`src/rtl/coin_payment_driver.sv`:
```
// Coin-pulse initiator: takes a payment request over valid/ready, emits spaced coin_5/coin_10
// pulses and ends the transaction on dispense or after a bounded wait.
module coin_payment_driver #(
    parameter int AMT_W      = 4,
    parameter int GAP_CYCLES = 2,
    parameter int TIMEOUT    = 16
) (
    input  logic             clk,
    input  logic             reset,
    input  logic             req_valid,
    output logic             req_ready,
    input  logic [AMT_W-1:0] req_amount,
    input  logic             req_prefer_10,
    output logic             coin_5,
    output logic             coin_10,
    input  logic             dispense,
    output logic             busy,
    output logic             done,
    output logic             vended,
    output logic             timed_out,
    output logic [AMT_W-1:0] sent_units
);

    localparam int GAP_W = (GAP_CYCLES > 1) ? $clog2(GAP_CYCLES) : 1;
    localparam int TMR_W = (TIMEOUT > 1) ? $clog2(TIMEOUT) : 1;
    localparam logic [GAP_W-1:0] GAP_LAST = GAP_W'((GAP_CYCLES > 0) ? GAP_CYCLES - 1 : 0);
    localparam logic [TMR_W-1:0] TMR_LAST = TMR_W'(TIMEOUT - 1);

    typedef enum logic [2:0] {
        S_IDLE,
        S_SEND,
        S_GAP,
        S_WAIT_ACK,
        S_DONE
    } state_t;

    state_t             r_state;
    logic [AMT_W-1:0]   r_remaining;
    logic               r_prefer;
    logic [AMT_W-1:0]   r_sent_units;
    logic               r_vended;
    logic               r_timed_out;
    logic               r_coin_5;
    logic               r_coin_10;
    logic [GAP_W-1:0]   r_gap_cnt;
    logic [TMR_W-1:0]   r_tmr;

    state_t             w_next_state;
    logic [AMT_W-1:0]   w_next_remaining;
    logic               w_next_prefer;
    logic [AMT_W-1:0]   w_next_sent;
    logic               w_next_vended;
    logic               w_next_timed_out;
    logic [AMT_W-1:0]   w_step;
    logic               w_next_coin_10;
    logic               w_next_coin_5;

    // NOTE: every variable gets a default before the case so no path leaves it unassigned (no latch).
    always_comb begin
        w_next_state     = r_state;
        w_next_remaining = r_remaining;
        w_next_prefer    = r_prefer;
        w_next_sent      = r_sent_units;
        w_next_vended    = r_vended;
        w_next_timed_out = r_timed_out;
        w_step           = (r_prefer && (r_remaining >= AMT_W'(2))) ? AMT_W'(2) : AMT_W'(1);

        case (r_state)
            S_IDLE: begin
                if (req_valid) begin
                    w_next_remaining = req_amount;
                    w_next_prefer    = req_prefer_10;
                    w_next_sent      = '0;
                    w_next_vended    = 1'b0;
                    w_next_timed_out = 1'b0;
                    w_next_state     = (req_amount == '0) ? S_DONE : S_SEND;
                end
            end
            S_SEND: begin
                w_next_remaining = r_remaining - w_step;
                w_next_sent      = r_sent_units + w_step;
                if (dispense) begin
                    w_next_state  = S_DONE;
                    w_next_vended = 1'b1;
                end else if (w_next_remaining == '0) begin
                    w_next_state = S_WAIT_ACK;
                end else if (GAP_CYCLES == 0) begin
                    w_next_state = S_SEND;
                end else begin
                    w_next_state = S_GAP;
                end
            end
            S_GAP: begin
                if (dispense) begin
                    w_next_state  = S_DONE;
                    w_next_vended = 1'b1;
                end else if (r_gap_cnt == GAP_LAST) begin
                    w_next_state = S_SEND;
                end
            end
            S_WAIT_ACK: begin
                if (dispense) begin
                    w_next_state  = S_DONE;
                    w_next_vended = 1'b1;
                end else if (r_tmr == TMR_LAST) begin
                    w_next_state     = S_DONE;
                    w_next_timed_out = 1'b1;
                end
            end
            S_DONE:  w_next_state = S_IDLE;
            default: w_next_state = S_IDLE;
        endcase

        // Coin type is decided one cycle ahead so the pulse leaves a flop in the SEND cycle.
        w_next_coin_10 = (w_next_state == S_SEND) && w_next_prefer &&
                         (w_next_remaining >= AMT_W'(2));
        w_next_coin_5  = (w_next_state == S_SEND) && !w_next_coin_10;
    end

    // NOTE: sequential state uses non-blocking assignments so all flops update from pre-edge values.
    always_ff @(posedge clk or posedge reset) begin
        if (reset) begin
            r_state      <= S_IDLE;
            r_remaining  <= '0;
            r_prefer     <= 1'b0;
            r_sent_units <= '0;
            r_vended     <= 1'b0;
            r_timed_out  <= 1'b0;
            r_coin_5     <= 1'b0;
            r_coin_10    <= 1'b0;
            r_gap_cnt    <= '0;
            r_tmr        <= '0;
        end else begin
            r_state      <= w_next_state;
            r_remaining  <= w_next_remaining;
            r_prefer     <= w_next_prefer;
            r_sent_units <= w_next_sent;
            r_vended     <= w_next_vended;
            r_timed_out  <= w_next_timed_out;
            r_coin_5     <= w_next_coin_5;
            r_coin_10    <= w_next_coin_10;
            r_gap_cnt    <= ((r_state == S_GAP) && (w_next_state == S_GAP)) ? r_gap_cnt + 1'b1 : '0;
            r_tmr        <= ((r_state == S_WAIT_ACK) && (w_next_state == S_WAIT_ACK)) ? r_tmr + 1'b1 : '0;
        end
    end

    assign req_ready  = (r_state == S_IDLE);
    assign busy       = (r_state != S_IDLE);
    assign done       = (r_state == S_DONE);
    assign coin_5     = r_coin_5;
    assign coin_10    = r_coin_10;
    assign vended     = r_vended;
    assign timed_out  = r_timed_out;
    assign sent_units = r_sent_units;

endmodule

```
`config.mk`:
```
export PLATFORM = sky130hd
export DESIGN_NAME = coin_payment_driver
export DESIGN_NICKNAME = d
export VERILOG_FILES = /design/src/rtl/coin_payment_driver.sv
export SDC_FILE = /design/constraint.sdc
export NUM_CORES = 1
export LEC_CHECK = 0
export CAP_MARGIN = 20
export CELL_PAD_IN_SITES_DETAIL_PLACEMENT = 0
export CELL_PAD_IN_SITES_GLOBAL_PLACEMENT = 1
export CORE_ASPECT_RATIO = 1.4
export CORE_UTILIZATION = 25
export CTS_CLUSTER_DIAMETER = 100
export DETAILED_ROUTE_END_ITERATION = 12
export GPL_ROUTABILITY_DRIVEN = 0
export PLACE_DENSITY_LB_ADDON = 0.2
export SYNTH_ARGS = -nofsm -noshare
export SYNTH_HDL_FRONTEND = slang
export SYNTH_SLANG_ARGS = --single-unit
```
`constraint.sdc`:
```
create_clock -name clk -period 2.6 [get_ports clk]
set_input_delay 0.26 -clock clk [delete_from_list [all_inputs] [get_ports clk]]
set_output_delay 0.26 -clock clk [all_outputs]
set_load 0.05 [all_outputs]
```
# After elaboration in Yosys (flattened, before gate mapping)
# Index checks and enable logic that the tools add are counted.
[word_totals]
regBits = 21
wordCells = 70
output_inout_bits = 11
input_bits = 9
[op_classes]
reduce_logical = 18
order_cmp = 2
mux = 24
eq_ne = 12
add_sub_neg = 4
[ops]
columns = ["cell", "n"]
rows = [
  ["$mux W3", 7],
  ["$pmux W4 S2", 2],
  ["$eq A3 B2 Y1 const B", 4],
  ["$mux W4", 3],
  ["$pmux W3 S4", 1],
  ["$ge A4 B2 Y1 const B", 2],
  ["$logic_not A4 Y1", 2],
  ["$mux W1", 8],
  ["$eq A3 B1 Y1 const B", 2],
  ["$logic_and A1 B1 Y1", 6],
  ["$ne A2 B2 Y1 const B", 3],
  ["$reduce_bool A2 Y1", 3],
  ["$add A4 B1 Y4 const B", 1],
  ["$add A4 B2 Y4", 1],
  ["$eq A4 B4 Y1 const B", 1],
  ["$pmux W1 S2", 2],
  ["$reduce_and A4 Y1", 1],
  ["$sub A4 B2 Y4", 1],
  ["$eq A3 B3 Y1 const B", 1],
  ["$logic_not A3 Y1", 1],
  ["$reduce_and A3 Y1", 1],
  ["$reduce_bool A3 Y1", 1],
  ["$reduce_or A3 Y1", 1],
  ["$mux W2", 1],
  ["other kinds (4)", 4],
]

# Logic depth before layout (Yosys ltp)
# Gate-level depths: netlist of run 1.
[logic_depth]
ltp_word = 13
depth_mapped = 7

# Worst setup path before layout of run 1
# No wires, ideal clock.
[synth_timing]
path_kind = "register -> register"
from = "register r_remaining[3]"
to = "register r_coin_10, in the netlist coin_10"
path_buffers = 0
stages_incl_launch_ff = 8
t_required_ns = 2.474
synth_period_minus_slack_ns = 2.237
setup_slack_ns = 0.363
arrival_time_ns = 2.111
path_cell_list = "dfrtp_1 o31ai_1 ha_1 inv_1 a211oi_1 mux2i_1 a21boi_1 o311a_1"
[synth_lines]
columns = ["item", "line", "text"]
rows = [
  ["from (decl)", "38", "logic [AMT_W-1:0] r_remaining;"],
  ["from (signal assigned)", "135", "r_remaining <= w_next_remaining;"],
  ["$ge A4 B2 Y1", "66", "w_step = (r_prefer && (r_remaining >= AMT_W'(2))) ? AMT_W'(2) : AMT_W'(1);"],
  ["$logic_and A1 B1 Y1", "66", ""],
  ["$mux W2", "66", ""],
  ["$sub A4 B2 Y4", "80", "w_next_remaining = r_remaining - w_step;"],
  ["$pmux W4 S2 *", "68", "case (r_state)"],
  ["named net w_next_remaining[3]", "49", "logic [AMT_W-1:0] w_next_remaining;"],
  ["$ge A4 B2 Y1 *", "116", "(w_next_remaining >= AMT_W'(2));"],
  ["$logic_and A1 B1 Y1 *", "115", "w_next_coin_10 = (w_next_state == S_SEND) && w_next_prefer &&"],
  ["named net w_next_coin_10", "55", "logic w_next_coin_10;"],
  ["to (signal assigned)", "141", "r_coin_10 <= w_next_coin_10;"],
  ["to (decl)", "44", "logic r_coin_10;"],
]
# The timed path passes the listed nets; every way through them passes the cells marked *.
# A chain may end at the register's enable or synchronous reset.

# Worst setup path in the final report of run 1
# Ends and elaborated chain as after synthesis.

==> metrics.yaml, run 1 <==
synth_mux_area_share_pct: 3.739
area_growth_pct: 27.46
drive_above_1_share_pct: 10.07
cp_max_fo: 5
synth.area.top_cells: "dfrtp_1 45%, ha_1 5.3%, nor2_1 4.5%, a21oi_1 3.4%, fa_1 3.4%"
worstPathArrival_ns: 2.45
drc: 0
maxCapViolCount: 0
final_util_pct: 33.18
final-setup-viol-count: 0
rsz0062_at_grt: "false"
yosysSeqAreaShare_pct: 44.87
numCtsBuffers: 3
cts_tree: "built"
h-tree-depth: 1
clkTransAtPathRegs_ns: 0.08
yosysWarnings: 0
synth.avg_cell_area_um2: 10.10
synth_compound_area_share_pct: 18.38
clockRootBuffer: "clkbuf_8"
overflow: 0
grt_max_degree: 25
fmax_ghz: 0.4333
vias_per_cell: 4.726
crit_path_max_incr_delay_ns: 0.43
synth.distinct_cells: 44
fin_worst_skew_ns: 0.007518
end_kind: "register"
rr_endpoint: "coin_10$_DFF_PP0_"
wl_per_cell_um: 13.53
slew_viol_final: 0
rows: 29
port_buffers: 19
design.die.area_mm2: 0.004966
start_util_pct: 26.03
yosysTopAreaCell: "dfrtp_1"
core_area_mm2: 0.004499
synth_top_family_by_area: "compound AO/OA/AOI/OAI gates"
die_x_um: 59.85
clkLatencyLatePin_ns: 0.26
p_leak_nw: 0.6460
grt_pass1_vias: 1002
cp_cell_sequence: "o31ai_2 -> ha_1 -> inv_1 -> a211oi_1 -> mux2i_1 -> a21boi_1 -> o311a_1"
fin_crit_sh_pct: 88.77
critPathSlowestCell: "dfrtp_1"
grt_antenna_before_repair: 0
r2r_start: "r_remaining[3]$_DFF_PP0_"
post-dp-hpwl_um: 2125
synth_area_mm2: 0.001171
synthAdderAreaFrac_pct: 8.761
ys_seq_elements: 21
final_antenna_net_count: 0
max-slew-margin-rel_pct: 45.78
num_vias: 950
layout.nets: 156
grt_pass1_wl_um: 4843
tns_ns: 0
rrSetupSlack_ns: 0.29
wl_um: 2720
drtIter0Drc: 33
dieHeight_um: 82.99
pin_count: 20
worst_pin_slew_ns: 0.8124
start_kind: "register"
setup.worst_path.start: "r_remaining[3]$_DFF_PP0_"
synthXorXnorAreaFrac_pct: 2.991
hold_viol: 0
power.density_mw_per_mm2: 1264
min_period_ns: 2.308
holdWs_ns: 0.4538
total_power_mw: 1.887
synth_fp_nets: 132
crit_required_ns: 2.74
path_class: "register to register"
grt_usage_pct: 13.01
clock_path_buffers: 2
synth_simple_gate_area_share_pct: 16.35
netlist_instances: 116
status: "finished, final reports clean"
cts_setup_buffers: 0
peakVddDrop_mv: 0.2253
antenna_cells: 0
r2r_cells: 7
firstDrtPassIters: 4
synth_top_area_share_pct: 44.87
clkSinkCount: 21
hold_class: "input port to async pin"
-- area by class of cell --
| cell class | count | area, µm² |
|---|---|---|
| clock buffer | 4 | 45.04 |
| fill | 510 | 3007 |
| inverter | 10 | 38.79 |
| multi-input combinational | 82 | 593.1 |
| sequential | 21 | 525.5 |
| tap | 62 | 77.57 |
| timing repair buffer | 22 | 212.7 |
-- state kept, by name, summed over array words and instances (netlist names) --
name / cells
r_state: 3
r_gap_cnt: 1
r_prefer: 1
r_remaining: 4
vended: 1
timed_out: 1
coin_5: 1
r_tmr: 4
sent_units: 4
coin_10: 1
-- worst max-delay path by stage --
stage | cells past startpoint | slack, ns | end
floorplan | 7 | 0.36 | coin_10$_DFF_PP0_
global placement | 7 | 0.23 | coin_10$_DFF_PP0_
detailed placement | 7 | 0.18 | coin_10$_DFF_PP0_
CTS | 7 | 0.15 | coin_10$_DFF_PP0_
global route | 7 | 0.08 | coin_10$_DFF_PP0_
finish | 7 | 0.29 | coin_10$_DFF_PP0_
-- cell families after synthesis --
| logic type | count (synthesis) |
|---|---|
| simple gates | 38 |
| compound gates | 29 |
| flops | 21 |
| buf+inv | 13 |
| fa+ha+maj | 7 |
| xor+xnor | 4 |
| mux | 4 |
-- worst max-delay path: cells and delay by family (launching register included) --
family	cells	cell delay [ns]
AO/OA/AOI/OAI	4	1.23
adder cells (fa/ha/maj)	1	0.26
buffers and inverters	1	0.05
flip-flops	1	0.43
multiplexers	1	0.23
-- stage by stage --
stage | worst slack, ns | instance area [µm²] | std cells
after detailed placement | 0.1827 | 1443 | 197
after CTS | 0.1539 | 1488 | 201
after global placement | 0.2254 | 1443 | 197
after global routing | 0.07774 | 1493 | 201
final | 0.2921 | 1493 | 201
after floorplan | 0.3633 | 1171 | 116
-- layout by cell type, fill, tap and decap left out, drive strengths merged, types with 3 or more instances in the layout --
cell type | Yosys | routed
buf | 2 | 3
xor2 | 3 | 3
nor3 | 4 | 4
clkdlybuf4s50 | 0 | 19
dfrtp | 21 | 21
ha | 5 | 5
nand2 | 7 | 7
nor2 | 15 | 15
a21oi | 8 | 8
o21ai | 3 | 3
mux2 | 3 | 3
inv | 9 | 9
clkbuf | 1 | 4
-- power breakdown --
part / internal, mW / total, mW / switching, mW / leakage, nW
clock network: 0.109 / 0.215 / 0.105 / 0.0228
logic: 0.458 / 1.14 / 0.684 / 0.351
registers: 0.427 / 0.530 / 0.103 / 0.272
-- repair_timing --
item                                    4_1_cts  5_1_grt
endpoints found under the setup margin        0        1
resized for setup                             0        1
hold buffers                                  0        0
-- synth_stat cells --
library cell	count
buf_1	1
and2_1	1
and3_1	2
o2bb2a_1	1
a22oi_1	1
a32oi_1	1
o21ai_1	1
nand3_1	2
or3_4	1
dfrtp_1	21
a22o_1	2
inv_1	9
ha_1	5
or2_1	1
o221a_2	1
nand3b_1	1
nor3_1	4
nor3b_1	1
o311ai_0	1
o32a_1	1
or3_1	1
a21boi_1	1
mux2_2	3
o32ai_1	1
fa_1	2
a211oi_1	1
a21oi_1	8
nor2_1	14
buf_6	1
o21ai_0	2
xnor2_1	1
or4_1	1
xor2_1	3
a32o_1	2
o311a_1	1
mux2i_1	1
clkinv_2	1
nor2_4	1
nand2_1	7
clkbuf_1	1
nor2b_1	1
o31ai_1	1
a21o_1	1
a2bb2oi_1	2
-- metal layers --
metal | vias to the layer above | wire [µm] | global-route usage, %
met3 | 7 | 91 | 2.336
li1 | 463 | - | -
met1 | 462 | 1172 | 16.35
met5 | - | 0 | 0
met2 | 18 | 1384 | 21.01
met4 | 0 | 71 | 5.920
No activity file was read; power rests on OpenSTA's default activity.
==> inputs of run 2 (changes only) <==
--- a/config.mk
+++ b/config.mk
@@ -5,6 +5,7 @@
 export SDC_FILE = /design/constraint.sdc
 export NUM_CORES = 1
 export LEC_CHECK = 0
+export ABC_AREA = 0
 export CAP_MARGIN = 20
 export CELL_PAD_IN_SITES_DETAIL_PLACEMENT = 0
 export CELL_PAD_IN_SITES_GLOBAL_PLACEMENT = 1
==> results of run 2 <==
Final layout, timing and power as in run 1 (identical DEF).
